===== src/rtl/matmul_controller_pkg.sv =====
// Shared coprocessor definitions: register file access codes and the
// matmul sequencer state encoding.
package coproc_pkg;

    typedef enum logic [1:0] {
        CELL = 2'b00,
        ROW  = 2'b01,
        COL  = 2'b10
    } rf_type_e;

    typedef enum logic [1:0] {
        MAT_A = 2'b00,
        MAT_B = 2'b01,
        MAT_C = 2'b10
    } mat_sel_e;

    typedef enum logic [2:0] {
        IDLE   = 3'd0,
        READ_A = 3'd1,
        READ_B = 3'd2,
        CAPT_B = 3'd3,
        MAC    = 3'd4,
        WRITE  = 3'd5,
        DONE   = 3'd6
    } state_e;

    // Index counters need at least one bit even for a 1x1 matrix.
    function automatic int unsigned idx_bits(input int unsigned n);
        return (n < 2) ? 1 : $clog2(n);
    endfunction

endpackage


===== src/rtl/matmul_controller_if.sv =====
// Command and register file port bundle between the decoder, the matmul
// sequencer and the three-matrix register file.
interface matmul_controller_if #(
    parameter int size          = 4,
    parameter int address_width = 4,
    parameter int cell_width    = 32,
    parameter int width         = cell_width * size
);
    logic                     in_start;
    logic                     out_busy;
    logic                     out_done;
    logic [address_width-1:0] out_rf_address;
    logic [1:0]               out_rf_type;
    logic [1:0]               out_rf_select;
    logic                     out_rf_read_en;
    logic                     out_rf_write_en;
    logic [width-1:0]         out_rf_data;
    logic [width-1:0]         in_rf_data;

    modport master (
        input  in_start, in_rf_data,
        output out_busy, out_done, out_rf_address, out_rf_type,
               out_rf_select, out_rf_read_en, out_rf_write_en, out_rf_data
    );

    modport slave (
        output in_start, in_rf_data,
        input  out_busy, out_done, out_rf_address, out_rf_type,
               out_rf_select, out_rf_read_en, out_rf_write_en, out_rf_data
    );
endinterface


===== src/rtl/dot_product_mac.sv =====
// Single multiply-accumulate unit; product and sum both wrap modulo
// 2^cell_width, so signed operands yield the same low bits.
module dot_product_mac #(
    parameter int cell_width = 32
) (
    input  logic                  clk,
    input  logic                  rst_n,
    input  logic                  clear,
    input  logic                  enable,
    input  logic [cell_width-1:0] a,
    input  logic [cell_width-1:0] b,
    output logic [cell_width-1:0] acc
);
    logic [cell_width-1:0] acc_q, acc_d, prod;

    always_comb begin
        prod  = a * b;
        acc_d = acc_q;
        if (clear)       acc_d = '0;
        else if (enable) acc_d = acc_q + prod;
    end

    always_ff @(posedge clk or negedge rst_n) begin
        if (!rst_n) acc_q <= '0;
        else        acc_q <= acc_d;
    end

    assign acc = acc_q;
endmodule


===== src/rtl/matmul_controller.sv =====
// C = A x B sequencer: per C cell it fetches row i of A and column j of B,
// runs size MAC cycles and writes the accumulator back as cell (i, j).
module matmul_controller
    import coproc_pkg::*;
#(
    parameter int size          = 4,
    parameter int address_width = 4,
    parameter int cell_width    = 32,
    parameter int width         = cell_width * size
) (
    input  logic                in_clk,
    input  logic                in_reset,
    matmul_controller_if.master bus
);
    localparam int unsigned IW = idx_bits(size);
    localparam logic [IW-1:0] LAST = IW'(size - 1);
    localparam logic [IW-1:0] ONE  = IW'(1);

    state_e state_q, state_d;
    logic [IW-1:0] i_q, i_d, j_q, j_d, k_q, k_d;
    logic [size-1:0][cell_width-1:0] row_q, row_d, col_q, col_d;
    logic [cell_width-1:0] acc;
    logic [address_width-1:0] row_base;
    logic last_k, last_cell;

    assign last_k    = (k_q == LAST);
    assign last_cell = (i_q == LAST) && (j_q == LAST);
    assign row_base  = address_width'(i_q) * address_width'(size);

    // State register
    always_ff @(posedge in_clk or negedge in_reset) begin
        if (!in_reset) state_q <= IDLE;
        else           state_q <= state_d;
    end

    // Next-state logic
    always_comb begin
        state_d = state_q;
        unique case (state_q)
            IDLE:    if (bus.in_start) state_d = READ_A;
            READ_A:  state_d = READ_B;
            READ_B:  state_d = CAPT_B;
            CAPT_B:  state_d = MAC;
            MAC:     if (last_k) state_d = WRITE;
            WRITE:   state_d = last_cell ? DONE : READ_A;
            DONE:    state_d = IDLE;
            default: state_d = IDLE;
        endcase
    end

    // Register file read data lands one cycle after the strobe, so the row
    // is captured in READ_B and the column in CAPT_B.
    always_comb begin
        i_d   = i_q;
        j_d   = j_q;
        k_d   = k_q;
        row_d = row_q;
        col_d = col_q;
        unique case (state_q)
            IDLE: if (bus.in_start) begin
                i_d = '0;
                j_d = '0;
            end
            READ_B: row_d = bus.in_rf_data;
            CAPT_B: begin
                col_d = bus.in_rf_data;
                k_d   = '0;
            end
            MAC: k_d = k_q + ONE;
            WRITE: begin
                if (j_q != LAST) begin
                    j_d = j_q + ONE;
                end else begin
                    j_d = '0;
                    if (i_q != LAST) i_d = i_q + ONE;
                end
            end
            default: ;
        endcase
    end

    always_ff @(posedge in_clk or negedge in_reset) begin
        if (!in_reset) begin
            i_q   <= '0;
            j_q   <= '0;
            k_q   <= '0;
            row_q <= '0;
            col_q <= '0;
        end else begin
            i_q   <= i_d;
            j_q   <= j_d;
            k_q   <= k_d;
            row_q <= row_d;
            col_q <= col_d;
        end
    end

    dot_product_mac #(.cell_width(cell_width)) u_mac (
        .clk    (in_clk),
        .rst_n  (in_reset),
        .clear  (state_q == CAPT_B),
        .enable (state_q == MAC),
        .a      (row_q[k_q]),
        .b      (col_q[k_q]),
        .acc    (acc)
    );

    // Outputs decode straight from state, so an async reset zeroes the bus
    // in the same cycle it asserts.
    always_comb begin
        bus.out_busy        = 1'b0;
        bus.out_done        = 1'b0;
        bus.out_rf_address  = '0;
        bus.out_rf_type     = 2'b00;
        bus.out_rf_select   = 2'b00;
        bus.out_rf_read_en  = 1'b0;
        bus.out_rf_write_en = 1'b0;
        bus.out_rf_data     = '0;
        unique case (state_q)
            READ_A: begin
                bus.out_busy       = 1'b1;
                bus.out_rf_read_en = 1'b1;
                bus.out_rf_type    = ROW;
                bus.out_rf_select  = MAT_A;
                bus.out_rf_address = row_base;
            end
            READ_B: begin
                bus.out_busy       = 1'b1;
                bus.out_rf_read_en = 1'b1;
                bus.out_rf_type    = COL;
                bus.out_rf_select  = MAT_B;
                bus.out_rf_address = address_width'(j_q);
            end
            CAPT_B, MAC: bus.out_busy = 1'b1;
            WRITE: begin
                bus.out_busy        = 1'b1;
                bus.out_rf_write_en = 1'b1;
                bus.out_rf_type     = CELL;
                bus.out_rf_select   = MAT_C;
                bus.out_rf_address  = row_base + address_width'(j_q);
                bus.out_rf_data     = width'(acc);
            end
            DONE:    bus.out_done = 1'b1;
            default: ;
        endcase
    end

    a_strobe_excl: assert property (@(posedge in_clk) disable iff (!in_reset)
        !(bus.out_rf_read_en && bus.out_rf_write_en));

endmodule


===== src/flat_wrapper.sv =====
// flat-port wrapper written by rule: the top's interface ports become plain ports
module matmul_controller_flat import coproc_pkg::*;
#(
    parameter int size          = 4,
    parameter int address_width = 4,
    parameter int cell_width    = 32,
    parameter int width         = cell_width * size
)
  (in_clk, in_reset, bus_in_start, bus_in_rf_data, bus_out_busy, bus_out_done, bus_out_rf_address, bus_out_rf_type, bus_out_rf_select, bus_out_rf_read_en, bus_out_rf_write_en, bus_out_rf_data);
  matmul_controller_if #(.size(size), .address_width(address_width), .cell_width(cell_width), .width(width)) bus_i ();
  input  logic in_clk;
  input  logic in_reset;
  input wire logic [$bits(bus_i.in_start)-1:0] bus_in_start;
  input wire logic [$bits(bus_i.in_rf_data)-1:0] bus_in_rf_data;
  output wire logic [$bits(bus_i.out_busy)-1:0] bus_out_busy;
  output wire logic [$bits(bus_i.out_done)-1:0] bus_out_done;
  output wire logic [$bits(bus_i.out_rf_address)-1:0] bus_out_rf_address;
  output wire logic [$bits(bus_i.out_rf_type)-1:0] bus_out_rf_type;
  output wire logic [$bits(bus_i.out_rf_select)-1:0] bus_out_rf_select;
  output wire logic [$bits(bus_i.out_rf_read_en)-1:0] bus_out_rf_read_en;
  output wire logic [$bits(bus_i.out_rf_write_en)-1:0] bus_out_rf_write_en;
  output wire logic [$bits(bus_i.out_rf_data)-1:0] bus_out_rf_data;
  assign bus_i.in_start = bus_in_start;
  assign bus_i.in_rf_data = bus_in_rf_data;
  assign bus_out_busy = bus_i.out_busy;
  assign bus_out_done = bus_i.out_done;
  assign bus_out_rf_address = bus_i.out_rf_address;
  assign bus_out_rf_type = bus_i.out_rf_type;
  assign bus_out_rf_select = bus_i.out_rf_select;
  assign bus_out_rf_read_en = bus_i.out_rf_read_en;
  assign bus_out_rf_write_en = bus_i.out_rf_write_en;
  assign bus_out_rf_data = bus_i.out_rf_data;
  matmul_controller #(.size(size), .address_width(address_width), .cell_width(cell_width), .width(width)) u_core (.in_clk(in_clk), .in_reset(in_reset), .bus(bus_i));
endmodule

===== config.mk =====
export PLATFORM = sky130hd
export DESIGN_NAME = matmul_controller_flat
export DESIGN_NICKNAME = d
export VERILOG_FILES = /design/src/rtl/matmul_controller_pkg.sv /design/src/rtl/matmul_controller_if.sv /design/src/rtl/dot_product_mac.sv /design/src/rtl/matmul_controller.sv /design/src/flat_wrapper.sv
export SDC_FILE = /design/constraint.sdc
export NUM_CORES = 2
export LEC_CHECK = 0
export ABC_AREA = 1
export BUFFER_PORTS_ARGS = -buffer_cell sky130_fd_sc_hd__buf_2
export CORE_MARGIN = 1.5
export CORE_UTILIZATION = 35
export DETAILED_ROUTE_END_ITERATION = 12
export PLACE_DENSITY_LB_ADDON = 0.05
export RECOVER_POWER = 50
export SYNTH_ARGS = -nofsm -noshare
export SYNTH_HDL_FRONTEND = slang
export SYNTH_SLANG_ARGS = --single-unit
export TNS_END_PERCENT = 20

===== constraint.sdc =====
create_clock -name in_clk -period 17.2 [get_ports in_clk]
set_clock_uncertainty 0.05 [all_clocks]
set_input_delay 0.86 -clock in_clk [delete_from_list [all_inputs] [get_ports in_clk]]
set_output_delay 0.86 -clock in_clk [all_outputs]
set_load 0.03 [all_outputs]

==> summary.txt <==
Routing
  • Vias: 24,400
  • Detailed router's first-iteration violation count: 1,376
  • Wire length per cell: around 20 um
  • ANT nets after route: 0
  • DRC viols: 0
  • DRT Pass-1 Iters: 5
  • Drt total wl: 104,000 um
  • Vias per std cell: 4.69

Floorplan
  • Die area: 90,200 um^2
  • Die height: about 300 um
  • Die W: 300 um
  • Starting Density: 0.355
  • Core ar.: around 87,000 um^2
  • Top Ports: between 200 and 300
  • Num rows: approximately 110

Final layout
  • Nets@finish: around 4,700
  • Fraction of layout cells with a size suffix above 1: 0.0746
  • Commonest cells after routing, fill and taps aside: nand2_1, inv_1, fa_1
  • Fin cells: 5,215
  • Synth-to-Final Area Change: 9.35%
  • Leading cell type in the layout, fill and taps excluded: nand2_1
  • Layout Utilization: 0.388
  • Fill cells: ~9,300

Global routing
  • Gr ovfl total: 0
  • First-pass GRT wire length: 159,000 um
  • Initial antenna violation count: 1
  • Routing usage on met1: 0.320
  • GRT Max-Usage Layer: met2
  • Vias in the first global route: 25,400
  • M3 GR Usage: 0.0254
  • Largest net degree at the start of global routing: 182
  • GRT Overall Usage: 0.235
  • Met2 Use GR: 0.408

Min path
  • Hold Crit Start: u_core.row_q[30]
  • Worst min path class: reg -> reg

Setup path
  • Worst Setup Path Type: reg -> reg
  • CP dominant cell by count: fa_1
  • Max stage delay on crit path: 0.65 ns
  • CP max stage cell: dfrtp_4
  • Worst path arrival time: 10.14 ns
  • WP buf/inv: 8
  • CP max FO: 86
  • Startpoint types: flip-flop
  • Worst EP required: 17.68 ns
  • Crit path capture type: flip-flop
  • Cell family with most CP delay: adder cells
  • Worst setup startpoint: u_core.k_q[0]
  • R2r startpoint: u_core.k_q[0]

Run
  • Max-Cap Viols: 6

STA
  • Min Tclk post-route: 9.66 ns
  • RSZ-0062 raised after global routing: no
  • Final hold violation count: 0
  • Relative slew slack: -3.67
  • Actual slew at the worst max-slew pin: 7.01 ns
  • Tcrit/Tclk final: 0.562
  • Endpoints failing setup: 0
  • Setup_tns: 0 ns
  • Slew Limit Fails: 593
  • Fmax: 0.103 GHz
  • Final worst slack: 7.54 ns

Outcome
  • Outcome: complete, but fails checks
  • Failing checks: max-capacitance violations, max-slew violations

Clock network
  • Cts hold-fix bufs: 0
  • Post-CTS setup buffers: 0
  • Inserted Clock Buffers: 40
  • Clk buf depth: 3
  • CTS tree: done
  • H-tree depth: 2
  • Clock Latency Late Sink: just under 0.6 ns
  • CTS Sinks: 297
  • Resized cells post-CTS: 0
  • Reg clk slew, reported paths: approximately 0.060 ns
  • Clk root buf: clkbuf_16

Logic synthesis
  • Gate Count Post-Synth: 3,932
  • Adder-Cell Fraction of Synth Area: 0.335
  • Synth Area in Compound Gates: 0.0770
  • XOR/XNOR share of the synthesized area: 0.00505
  • Yosys reg bits: between 200 and 300
  • Mapped Area: around 31,000 um^2
  • Sequential area share after synthesis: 0.240
  • Yosys cell types: 49
  • Post-Syn Area per Cell: ~8 um^2
  • Post-Synth Simple-Gate Area: 0.194
  • Largest family of logic cells by synthesized area: adder cells
  • Multiplexer share of the synthesized area: 0
  • Yosys warning count: 0

Placement
  • Post-DP HPWL: ~80,000 um
  • Setup Slack @ Placement: between 7 and 8 ns
  • I/O Buffers: around 170
  • Routability cong.: 0.858
  • Dpl cells: 5,140
-- final timing paths --
path | cells after the start | slack [ns] | endpoint
max reg2reg | 29 | 7.54 | u_core.u_mac.acc[31]
min in group asynchronous | 1 | 2.41 | u_core.col_q[78]
min reg2reg | 2 | 0.43 | u_core.row_q[30]
max in group asynchronous | 3 | 9.06 | u_core.col_q[92]
max | 29 | 7.54 | u_core.u_mac.acc[31]
min | 2 | 0.43 | u_core.row_q[30]
-- cells in the mapped netlist (all sizes together) --
| library cell | number | area [um^2] |
|---|---|---|
| a21o | 5 | 37.5 |
| o211ai | 17 | 153 |
| nor2 | 430 | 1610 |
| inv | 809 | 3040 |
| o22ai | 15 | 93.8 |
| nand3b | 6 | 45.0 |
| and2 | 4 | 25.0 |
| fa | 438 | 8770 |
| xor2 | 10 | 87.6 |
| o221ai | 1 | 8.76 |
| o21bai | 4 | 30.0 |
| o21ai | 333 | 1680 |
| a221oi | 2 | 17.5 |
| nor3 | 2 | 10.0 |
| a31oi | 1 | 6.26 |
| nand2 | 953 | 3600 |
| a32oi | 2 | 25.0 |
| nand4 | 3 | 18.8 |
| o21a | 1 | 7.51 |
| dfrtp | 297 | 7430 |
| clkinv | 9 | 33.8 |
| ha | 128 | 1600 |
| a21oi | 55 | 275 |
| xnor2 | 7 | 68.8 |
| a211oi | 1 | 7.51 |
| nor4 | 3 | 18.8 |
| or2 | 6 | 37.5 |
| nand3 | 124 | 626 |
| a21boi | 1 | 7.51 |
| buf | 159 | 1140 |
| a22oi | 1 | 7.51 |
| o41ai | 2 | 17.5 |
| clkbuf | 101 | 379 |
| o2111ai | 1 | 8.76 |
| conb | 1 | 3.75 |
-- cell families after synthesis --
| group | after synthesis |
|---|---|
| buf+inv | 1078 |
| xor+xnor | 17 |
| compound gates | 442 |
| other cells | 1 |
| simple gates | 1531 |
| flops | 297 |
| fa+ha+maj | 566 |
-- final cells by class --
type | instances | area [um^2] | share of cell area
Antenna cell | 1 | 2.50 | 0.0000740
Clock buffer | 58 | 1180 | 0.0348
Clock inverter | 16 | 245 | 0.00725
Inverter | 818 | 3080 | 0.0910
Multi-Input combinational cell | 2652 | 19300 | 0.569
Sequential cell | 297 | 7440 | 0.220
Tap cell | 1155 | 1450 | 0.0427
Timing Repair Buffer | 218 | 1180 | 0.0350
-- sequential cells by signal, summed over array words and instances, names as in the netlist --
register          count
u_core.col_q        128
u_core.row_q        128
u_core.u_mac.acc     32
u_core.state_q        3
u_core.i_q            2
u_core.j_q            2
u_core.k_q            2
-- worst min-delay path, delay by kind of cell (launching register included) --
kind	cells	cell delay (ns)
simple gates	1	0.05
compound gates	1	0.06
flops	1	0.33
-- metrics by stage --
step | area, um^2 | hold WS [ns]
after floorplan | 31300 | 0.395
after global placement | 32500 | 0.413
after detailed placement | 32500 | 0.418
after CTS | 33900 | 0.308
after global routing | 33800 | 0.453
final | 33800 | 0.427
-- layer usage --
layer | wire length [um] | share of wire
met5 | 11 | 0.00011
met4 | 1510 | 0.015
met3 | 3810 | 0.037
met2 | 51900 | 0.50
met1 | 46500 | 0.45
Power is left out: the tool's default activity adds up to more than one toggle a clock period on the data nets, which glitch-free logic cannot reach.
